[src/rtl/guess_pkg.sv]
// Shared definitions for the guess game: code geometry, lamp vector and playback states.
// Code columns are MSB-first: the top bit of each column mask is the first symbol.
package guess_pkg;

    localparam int MAX_LEN  = 7;
    localparam int NUM_COLS = 4;
    localparam int NUMA_W   = 4;
    localparam int POS_W    = 3;

    typedef enum logic [1:0] {IDLE, ON, GAP, DONE} pb_state_t;

    typedef logic [NUM_COLS:1]  lamp_t;
    typedef logic [MAX_LEN-1:0] code_t;
    typedef logic [POS_W-1:0]   pos_t;

    typedef struct packed {
        code_t a1;
        code_t a2;
        code_t a3;
        code_t a4;
        pos_t  len;
    } snap_t;

    function automatic pos_t clamp_len(input logic [NUMA_W-1:0] n);
        if (n > NUMA_W'(MAX_LEN))
            return POS_W'(MAX_LEN);
        return n[POS_W-1:0];
    endfunction

    // Lamps for slot p: shifting brings slot p's bit to the MSB of each column.
    function automatic lamp_t slot_lamps(input snap_t s, input pos_t p);
        code_t c1;
        code_t c2;
        code_t c3;
        code_t c4;
        lamp_t l;
        c1 = s.a1 << p;
        c2 = s.a2 << p;
        c3 = s.a3 << p;
        c4 = s.a4 << p;
        l[1] = c1[MAX_LEN-1];
        l[2] = c2[MAX_LEN-1];
        l[3] = c3[MAX_LEN-1];
        l[4] = c4[MAX_LEN-1];
        return l;
    endfunction

endpackage

[src/rtl/code_playback_if.sv]
// Control, code snapshot inputs and lamp/status outputs of the playback block.
interface code_playback_if;
    import guess_pkg::*;

    logic                start;
    logic                abort;
    code_t               a1;
    code_t               a2;
    code_t               a3;
    code_t               a4;
    logic [NUMA_W-1:0]   numa;
    logic                led1;
    logic                led2;
    logic                led3;
    logic                led4;
    logic                busy;
    logic                done;
    pos_t                pos;
    logic                sym_valid;

    modport master (
        output start, abort, a1, a2, a3, a4, numa,
        input  led1, led2, led3, led4, busy, done, pos, sym_valid
    );

    modport slave (
        input  start, abort, a1, a2, a3, a4, numa,
        output led1, led2, led3, led4, busy, done, pos, sym_valid
    );

endinterface

[src/rtl/code_playback_phase_timer.sv]
// Loadable count-down timer; stops at zero and flags it.
module phase_timer #(
    parameter int CNT_W = 8
) (
    input  logic             clk,
    input  logic             reset_n,
    input  logic             load,
    input  logic [CNT_W-1:0] load_val,
    output logic             zero
);

    logic [CNT_W-1:0] cnt;

    always_ff @(posedge clk or negedge reset_n) begin
        if (!reset_n)
            cnt <= '0;
        else if (load)
            cnt <= load_val;
        else if (cnt != '0)
            cnt <= cnt - CNT_W'(1);
    end

    assign zero = (cnt == '0);

endmodule

[src/rtl/code_playback.sv]
// Replays a captured code as timed lamp pulses, one slot per ON/GAP period.
// Outputs are registered from next-state values so slot 0 lights on the cycle after start.
module code_playback
    import guess_pkg::*;
#(
    parameter int ON_CYCLES  = 3,
    parameter int OFF_CYCLES = 2,
    parameter int CNT_W      = 8
) (
    input  logic           clk,
    input  logic           reset_n,
    code_playback_if.slave bus
);

    pb_state_t        state, next_state;
    pos_t             pos, next_pos;
    snap_t            snap, next_snap;
    pos_t             cap_len;
    logic             last_slot;

    logic             t_load;
    logic             t_zero;
    logic [CNT_W-1:0] t_val;

    lamp_t            led_q, led_d;
    logic             busy_q, busy_d;
    logic             done_q, done_d;
    logic             symv_q, symv_d;
    pos_t             pos_q, pos_d;

    phase_timer #(.CNT_W(CNT_W)) u_timer (
        .clk      (clk),
        .reset_n  (reset_n),
        .load     (t_load),
        .load_val (t_val),
        .zero     (t_zero)
    );

    always_ff @(posedge clk or negedge reset_n) begin
        if (!reset_n) begin
            state  <= IDLE;
            pos    <= '0;
            snap   <= '0;
            led_q  <= '0;
            busy_q <= 1'b0;
            done_q <= 1'b0;
            symv_q <= 1'b0;
            pos_q  <= '0;
        end else begin
            state  <= next_state;
            pos    <= next_pos;
            snap   <= next_snap;
            led_q  <= led_d;
            busy_q <= busy_d;
            done_q <= done_d;
            symv_q <= symv_d;
            pos_q  <= pos_d;
        end
    end

    always_comb begin
        next_state = state;
        next_pos   = pos;
        next_snap  = snap;
        cap_len    = clamp_len(bus.numa);
        last_slot  = ({1'b0, pos} + (POS_W+1)'(1)) >= {1'b0, snap.len};
        case (state)
            IDLE: begin
                if (bus.start) begin
                    next_snap  = '{a1: bus.a1, a2: bus.a2, a3: bus.a3, a4: bus.a4, len: cap_len};
                    next_pos   = '0;
                    next_state = (cap_len == '0) ? DONE : ON;
                end
            end
            ON: begin
                if (t_zero)
                    next_state = GAP;
            end
            GAP: begin
                if (t_zero) begin
                    if (last_slot) begin
                        next_state = DONE;
                    end else begin
                        next_state = ON;
                        next_pos   = pos + pos_t'(1);
                    end
                end
            end
            DONE: begin
                next_state = IDLE;
                next_pos   = '0;
            end
            default: begin
                next_state = IDLE;
                next_pos   = '0;
            end
        endcase
        // Abort overrides everything, including a start seen in IDLE.
        if (bus.abort) begin
            next_state = IDLE;
            next_pos   = '0;
            next_snap  = snap;
        end
    end

    always_comb begin
        t_load = ((next_state == ON)  && (state != ON)) ||
                 ((next_state == GAP) && (state != GAP));
        t_val  = (next_state == ON) ? CNT_W'(ON_CYCLES - 1) : CNT_W'(OFF_CYCLES - 1);
        led_d  = (next_state == ON) ? slot_lamps(next_snap, next_pos) : '0;
        symv_d = (next_state == ON) && (state != ON);
        busy_d = (next_state == ON) || (next_state == GAP);
        done_d = (next_state == DONE);
        pos_d  = next_pos;
    end

    assign bus.led1      = led_q[1];
    assign bus.led2      = led_q[2];
    assign bus.led3      = led_q[3];
    assign bus.led4      = led_q[4];
    assign bus.busy      = busy_q;
    assign bus.done      = done_q;
    assign bus.sym_valid = symv_q;
    assign bus.pos       = pos_q;

endmodule

[src/flat_wrapper.sv]
// flat-port wrapper written by rule: the top's interface ports become plain ports
module code_playback_flat import guess_pkg::*;
#(
    parameter int ON_CYCLES  = 3,
    parameter int OFF_CYCLES = 2,
    parameter int CNT_W      = 8
)
  (clk, reset_n, bus_start, bus_abort, bus_a1, bus_a2, bus_a3, bus_a4, bus_numa, bus_led1, bus_led2, bus_led3, bus_led4, bus_busy, bus_done, bus_pos, bus_sym_valid);
  code_playback_if bus_i ();
  input  logic clk;
  input  logic reset_n;
  input wire logic [$bits(bus_i.start)-1:0] bus_start;
  input wire logic [$bits(bus_i.abort)-1:0] bus_abort;
  input wire logic [$bits(bus_i.a1)-1:0] bus_a1;
  input wire logic [$bits(bus_i.a2)-1:0] bus_a2;
  input wire logic [$bits(bus_i.a3)-1:0] bus_a3;
  input wire logic [$bits(bus_i.a4)-1:0] bus_a4;
  input wire logic [$bits(bus_i.numa)-1:0] bus_numa;
  output wire logic [$bits(bus_i.led1)-1:0] bus_led1;
  output wire logic [$bits(bus_i.led2)-1:0] bus_led2;
  output wire logic [$bits(bus_i.led3)-1:0] bus_led3;
  output wire logic [$bits(bus_i.led4)-1:0] bus_led4;
  output wire logic [$bits(bus_i.busy)-1:0] bus_busy;
  output wire logic [$bits(bus_i.done)-1:0] bus_done;
  output wire logic [$bits(bus_i.pos)-1:0] bus_pos;
  output wire logic [$bits(bus_i.sym_valid)-1:0] bus_sym_valid;
  assign bus_i.start = bus_start;
  assign bus_i.abort = bus_abort;
  assign bus_i.a1 = bus_a1;
  assign bus_i.a2 = bus_a2;
  assign bus_i.a3 = bus_a3;
  assign bus_i.a4 = bus_a4;
  assign bus_i.numa = bus_numa;
  assign bus_led1 = bus_i.led1;
  assign bus_led2 = bus_i.led2;
  assign bus_led3 = bus_i.led3;
  assign bus_led4 = bus_i.led4;
  assign bus_busy = bus_i.busy;
  assign bus_done = bus_i.done;
  assign bus_pos = bus_i.pos;
  assign bus_sym_valid = bus_i.sym_valid;
  code_playback #(.ON_CYCLES(ON_CYCLES), .OFF_CYCLES(OFF_CYCLES), .CNT_W(CNT_W)) u_core (.clk(clk), .reset_n(reset_n), .bus(bus_i));
endmodule
[config.mk]
export PLATFORM = sky130hd
export DESIGN_NAME = code_playback_flat
export DESIGN_NICKNAME = d
export VERILOG_FILES = /design/src/rtl/guess_pkg.sv /design/src/rtl/code_playback_if.sv /design/src/rtl/code_playback_phase_timer.sv /design/src/rtl/code_playback.sv /design/src/flat_wrapper.sv
export SDC_FILE = /design/constraint.sdc
export NUM_CORES = 1
export LEC_CHECK = 0
export CAP_MARGIN = 20
export CORE_MARGIN = 4
export CORE_UTILIZATION = 45
export DETAILED_ROUTE_END_ITERATION = 10
export GPL_ROUTABILITY_DRIVEN = 0
export PLACE_DENSITY = 0.68
export SLEW_MARGIN = 20
export SYNTH_ARGS = -nofsm -noshare
export SYNTH_HDL_FRONTEND = slang
export SYNTH_SLANG_ARGS = --single-unit
[constraint.sdc]
create_clock -name clk -period 4.2 [get_ports clk]
set_clock_uncertainty 0.05 [all_clocks]
set_input_delay 0.84 -clock clk [delete_from_list [all_inputs] [get_ports clk]]
set_output_delay 0.84 -clock clk [all_outputs]
set_load 0.05 [all_outputs]
==> flow_metrics.py <==
metrics = {
    "worst_setup_path": {
        "rr_worst_depth": 14,
        "setup.worst_path.end_class": "flip-flop",
        "critPathArrivalTime_ns": 3.59,
        "crit_required_ns": 4.37,
        "critPathLaunchType": "flip-flop",
        "cp_max_fo": 9,
        "crit_type": "flip-flop to flip-flop",
    },
    "yosys": {
        "synth-seq-cells": 51,
        "synth_xor_area_share_pct": 1.32,
        "ys_types": 51,
        "netlist_instances": 234,
        "yosys_warnings": 0,
        "yosysTopAreaCell": "dfrtp_1",
        "netlist_area_um2": 2660,
        "ys.flop_type": "dfrtp_1",
        "synth-compound-area-share_pct": 12.0,
        "avgSynthCellArea_um2": 11.3,
        "synth-simple-area-share_pct": 15.1,
        "async_flop_share_pct": 100,
        "synth_nets": 278,
        "synth_edf_count": 0,
        "ys_seq_area_share_pct": 48.1,
        "synth_top_family_by_area": "multiplexers",
        "synth_area_leaders": "dfrtp_1 48%, mux2_2 11%, mux2i_1 5.7%",
        "synthAdderAreaFrac_pct": 3.77,
        "synth_top_area_share_pct": 48.1,
        "synthMuxAreaShare_pct": 16.3,
    },
    "drt": {
        "wire_per_inst_um": 15.8,
        "drt_first_iter_violations": 64,
        "dr.pass1.iters": 4,
        "postRouteAntennaNets": 0,
        "drc_errors": 0,
        "drt_wl_total_mm": 5.57,
        "vias": 1890,
        "viasPerCell": 5.35,
    },
    "clock_tree": {
        "path_clk_slew_ns": 0.09,
        "htree_levels": 2,
        "cts_resized": 0,
        "clk_latency_ns": 0.31,
        "numCtsBuffers": 5,
        "clk_path_buf_depth": 2,
        "cts_setup_buffers": 0,
        "hold_buffers": 0,
        "root_buffer": "clkbuf_8",
        "cts_tree": "built",
        "cts.sinks": 51,
    },
    "cells_and_area": {
        "fillers": 511,
        "seq_area_um2": 1280,
        "n_antenna_cell": 0,
        "final_common_cell": "dfrtp_1",
        "synthToLayoutAreaGrowth_pct": 23.2,
        "final_area_um2": 3270,
        "multi_input_area_um2": 1280,
        "nets": 325,
        "stdcell_count": 353,
        "final_cell_mix": "51 x dfrtp_1, 44 x clkdlybuf4s50_1, 26 x nor2_1",
        "drive_gt1_share_pct": 17.1,
    },
    "place": {
        "dpl_cell_area_um2": 3160,
        "port_buffers": 45,
        "dp_hpwl_mm": 4.07,
        "dp_slack_ns": 0.799,
        "placedCellCount": 346,
    },
    "hold_path": {
        "min_path_type": "flip-flop to flip-flop",
        "min_delay_path_depth": 1,
    },
    "floorplan": {
        "die-area_um2": 7190,
        "coreArea_um2": 5610,
        "ios": 46,
        "die_w_um": 84.8,
        "initial_core_util_pct": 47.3,
        "fp.dieH_um": 84.8,
        "rows": 27,
    },
    "sta": {
        "relSlewSlack_pct": 57.5,
        "hold_violations": 0,
        "fin_ws_ns": 0.787,
        "fmax_ghz": 0.293,
        "fin_tns_setup_ns": 0,
        "setup_violations": 0,
        "fin_crit_sh_pct": 81.3,
        "maxSlewViolCount": 0,
        "worst_slew_pin_slew_ns": 0.638,
        "fin_crit_ns": 3.41,
        "rsz0062_at_grt": "false",
    },
    "pwr": {
        "ir_worst_vdd_mv": 0.321,
        "p_leak_nw": 1.38,
        "p_per_area_nw_per_um2": 478,
    },
    "flow_run": {
        "max-cap-violations": 0,
    },
    "outcome": {
        "status": "finished, final reports clean",
    },
    "global_route": {
        "antenna_found_initial": 0,
        "grt_first_pass_wirelength_mm": 9.31,
        "grt_remaining_overflow": 0,
        "grt_usage_pct": 16.2,
        "grt_pass1_vias": 1965,
        "grt_max_degree": 52,
    },
}
## synth_stat cells, types with 3 or more instances
cell	n
buf_2	6
a21oi_1	8
dfrtp_1	51
xor2_1	3
inv_1	10
nor2_1	26
o21ai_0	8
o211ai_1	3
nand2_1	15
nand2b_1	3
mux2i_1	15
mux2_2	25
nand4_1	3
ha_1	8
nor2b_1	3
## cells by family after synthesis
group / Yosys count
AO/OA/AOI/OAI: 41
XOR/XNOR: 4
adder cells (fa/ha/maj): 8
buffers and inverters: 20
flip-flops: 51
multiplexers: 40
AND/OR/NAND/NOR: 70
## critical path, cell delays in order (launching register included)
cell	delay, ns
dfrtp_1	0.42
inv_1	0.11
ha_1	0.25
nor3b_2	0.35
and2_1	0.34
o211ai_1	0.21
nand2_1	0.11
a21oi_1	0.06
nor2_1	0.14
or2_1	0.12
ha_1	0.33
and2_1	0.20
o22a_1	0.33
nor2_1	0.11
a22oi_1	0.20
## stage by stage
stage / total power [mW] / util, % / hold slack [ns]
4_1_cts: 1.58 / 58.3 / 0.454
6_report: 1.56 / 58.3 / 0.454
5_1_grt: 1.66 / 58.3 / 0.471
2_1_floorplan: 1.08 / - / 0.396
3_5_place_dp: 1.23 / 56.4 / 0.424
3_3_place_gp: 1.22 / 56.4 / 0.417
## final cells by class
| type | instances | share of cell area (%) |
|---|---|---|
| flip-flops and latches | 51 | 39.0 |
| well taps | 72 | 2.75 |
| inverters | 12 | 1.38 |
| clock buffers | 5 | 2.10 |
| clock inverters | 2 | 1.15 |
| multi-input cells | 163 | 39.3 |
| repair buffers | 48 | 14.3 |
## power breakdown
group | internal, mW | switching, mW | total, mW
logic | 0.244 | 0.280 | 0.524
registers | 0.624 | 0.0740 | 0.698
clock network | 0.174 | 0.166 | 0.340
total | 1.04 | 0.520 | 1.56
## state kept, by name, indices dropped and copies added, names as in the netlist
register	flops
u_core.snap	31
u_core.u_timer.cnt	8
u_core.led_q	4
u_core.pos	3
u_core.state	2
u_core.bus.busy	1
u_core.bus.done	1
u_core.bus.sym_valid	1
## final timing paths
path	startpoint	to	slack [ns]
min in group asynchronous	reset_n	u_core.u_timer.cnt[4]$_DFFE_PN0P_	0.58
min reg2reg	u_core.snap[26]$_DFF_PN0_	u_core.snap[26]$_DFF_PN0_	0.45
max in group asynchronous	reset_n	u_core.snap[1]$_DFFE_PN0P_	3.09
min	u_core.snap[26]$_DFF_PN0_	u_core.snap[26]$_DFF_PN0_	0.45
max reg2reg	u_core.u_timer.cnt[0]$_DFFE_PN0P_	u_core.u_timer.cnt[0]$_DFFE_PN0P_	0.79
max	u_core.u_timer.cnt[0]$_DFFE_PN0P_	u_core.u_timer.cnt[0]$_DFFE_PN0P_	0.79
## routing by layer
| metal | share of wire [%] | track usage [%] | vias up |
|---|---|---|---|
| met5 | 0 | 0 | - |
| met4 | 1.5 | 6.04 | 0 |
| met3 | 4.6 | 3.79 | 8 |
| met2 | 47 | 26.0 | 38 |
| met1 | 47 | 21.2 | 921 |
| li1 | - | - | 923 |
No activity file was read; power rests on OpenSTA's default activity.
==> RTL change: new RTL, same flow settings <==
The package constant `MAX_LEN` goes from 7 to 14.
--- a/src/rtl/guess_pkg.sv
+++ b/src/rtl/guess_pkg.sv
@@ -2,7 +2,7 @@
 // Code columns are MSB-first: the top bit of each column mask is the first symbol.
 package guess_pkg;
 
-    localparam int MAX_LEN  = 7;
+    localparam int MAX_LEN  = 14;
     localparam int NUM_COLS = 4;
     localparam int NUMA_W   = 4;
     localparam int POS_W    = 3;
Ports: changed (resized bus_a1, bus_a2, bus_a3 and bus_a4); port bits go from 46 to 74. The function was not compared with the original's and may differ.
==> RTL change against the original RTL <==
Critical path depth fell by 4. Area after synthesis about the same. Sequential cell count grew 4. Cell area is 1.7% higher. Global-route usage down 1.4 points. Final cell count shrank 2.5%. Power is 3.4% higher. Utilization grew 1.0 points. Maximum frequency is 1.6% lower. Worst hold slack worse by 0.0048 ns. Routed wire length shrank 11%. Worst setup slack worse by 0.056 ns.
==> RTL change: results (changes against the original RTL) <==
Pwr dens: 485.8 mW/mm2 (+1.7%)
# Post-CTS Setup Buffers: 0 (unchanged)
Largest net degree at the start of global routing: 30 (-42%)
Library cells used by synthesis: 42 (-18%)
I/O Buffers: 49 (+8.9%)
Non-Filler Instances: 344 (-2.5%)
Adder-Cell Fraction of Synth Area: 3.766% (about the same)
Fill cells: 474 (-7.2%)
Total routed wirelength: 4985 um (-11%)
Avg Vias per Cell: 5.157 (-3.7%)
Worst EP arrival: 3.64 ns (+0.05 ns)
XOR/XNOR share of the synthesized area: 1.648% (+0.33 points)
Register area: 0.001376 mm2 (+7.8%)
Layout area overhead: 25.19%
Synth Area in Compound Gates: 6.874% (-5.1 points)
CP top delay family: compound AO/OA/AOI/OAI gates
Inverter count: 13 (+1)
Multi-In Gates: 142 (-13%)
Clk cell area share: 3.121% (-0.13 points)
Clkbuf count: 7 (+2)
Fraction of area in multi-input gates: 35.62% (-3.7 points)
Syn_nets: 290 (+4.3%)
Total track usage: 14.81% (-1.4 points)
Critical-path cell with the highest stage delay: or4_4
Placed Area: 0.003223 mm2 (+1.9%)
CP peak stage delay: 0.56 ns (+0.14 ns)
Top cells by area, synth: dfrtp_1 52%, mux2_2 15%, mux2i_1 5.6%
Mean area per synthesized cell: 12.19 um2 (+7.4%)
IR Drop Worst-Case VDD: 0.0002935 V (-8.6%)
First-pass GRT wire length: 8714 um (-6.4%)
Non-clock buffer share: 15.72% (+1.4 points)
Status: finished clean
CTS Sinks: 55 (+7.8%)
Largest regs: u_core.snap (35), u_core.u_timer.cnt (8), u_core.led_q (4)
Pin slew with the least headroom to its limit: 0.6431 ns (+0.005525 ns)
Iter 0 DRT Violations: 78 (+22%)
Number of global-route vias before repair: 1808 (-8.0%)
Post-synthesis mux area share: 21.75% (+5.5 points)
LEAKAGE: 1.520 nW (+10%)
[RTL change: changes by cell type in the layout (fill, tap and decap cells not counted), sizes merged, moves of 3 or more]
cell           delta
o211ai            -3
nand2             -9
nor4b             -3
nor3              +3
mux2             +13
clkdlybuf4s50     +4
a21oi             -7
nand3             +5
dfrtp             +4
nor2             -14
[RTL change: through the flow]
step	setup slack (ns)	hold slack [ns]
after CTS	0.7055	0.4558
after global placement	0.7521	0.4269
after detailed placement	0.7129	0.4330
final	0.7306	0.4493
after global routing	0.4406	0.4707
after floorplan	1.045	0.4112
[RTL change: kinds of logic (layout without fill, tap and decap cells)]
logic type,Yosys count,count (layout)
AOI/OAI and AO/OA,25,25
DFF,55,55
muxes,53,53
xor gates and xnor gates,5,5
adders and majority gates,8,8
buffers and inverters,21,75
and+or+nand+nor,51,51
[RTL change: path summary, 6_finish.rpt]
kind,start,to,slack (ns),depth (start not counted)
max,u_core.u_timer.cnt[3],u_core.u_timer.cnt[0],0.73,10
min,u_core.snap[12],u_core.snap[12],0.45,1
max reg2reg,u_core.u_timer.cnt[3],u_core.u_timer.cnt[0],0.73,10
min reg2reg,u_core.snap[12],u_core.snap[12],0.45,1
max in group asynchronous,reset_n,u_core.state[0],2.82,2
min in group asynchronous,reset_n,u_core.snap[38],0.47,1
[RTL change: per-layer routing]
layer,vias up,track usage [%],share of wire [%]
met3,2,3.981,5.3
li1,885,-,-
met2,40,22.85,45
met4,0,2.590,0.38
met1,847,21.35,49
met5,-,0,0
[RTL change: power by group]
part           switching (mW)  leakage (nW)  internal (mW)
clock                   0.170        0.0505          0.150
combinational           0.275         0.794          0.272
sequential             0.0638         0.675          0.685
total                   0.509          1.52           1.11
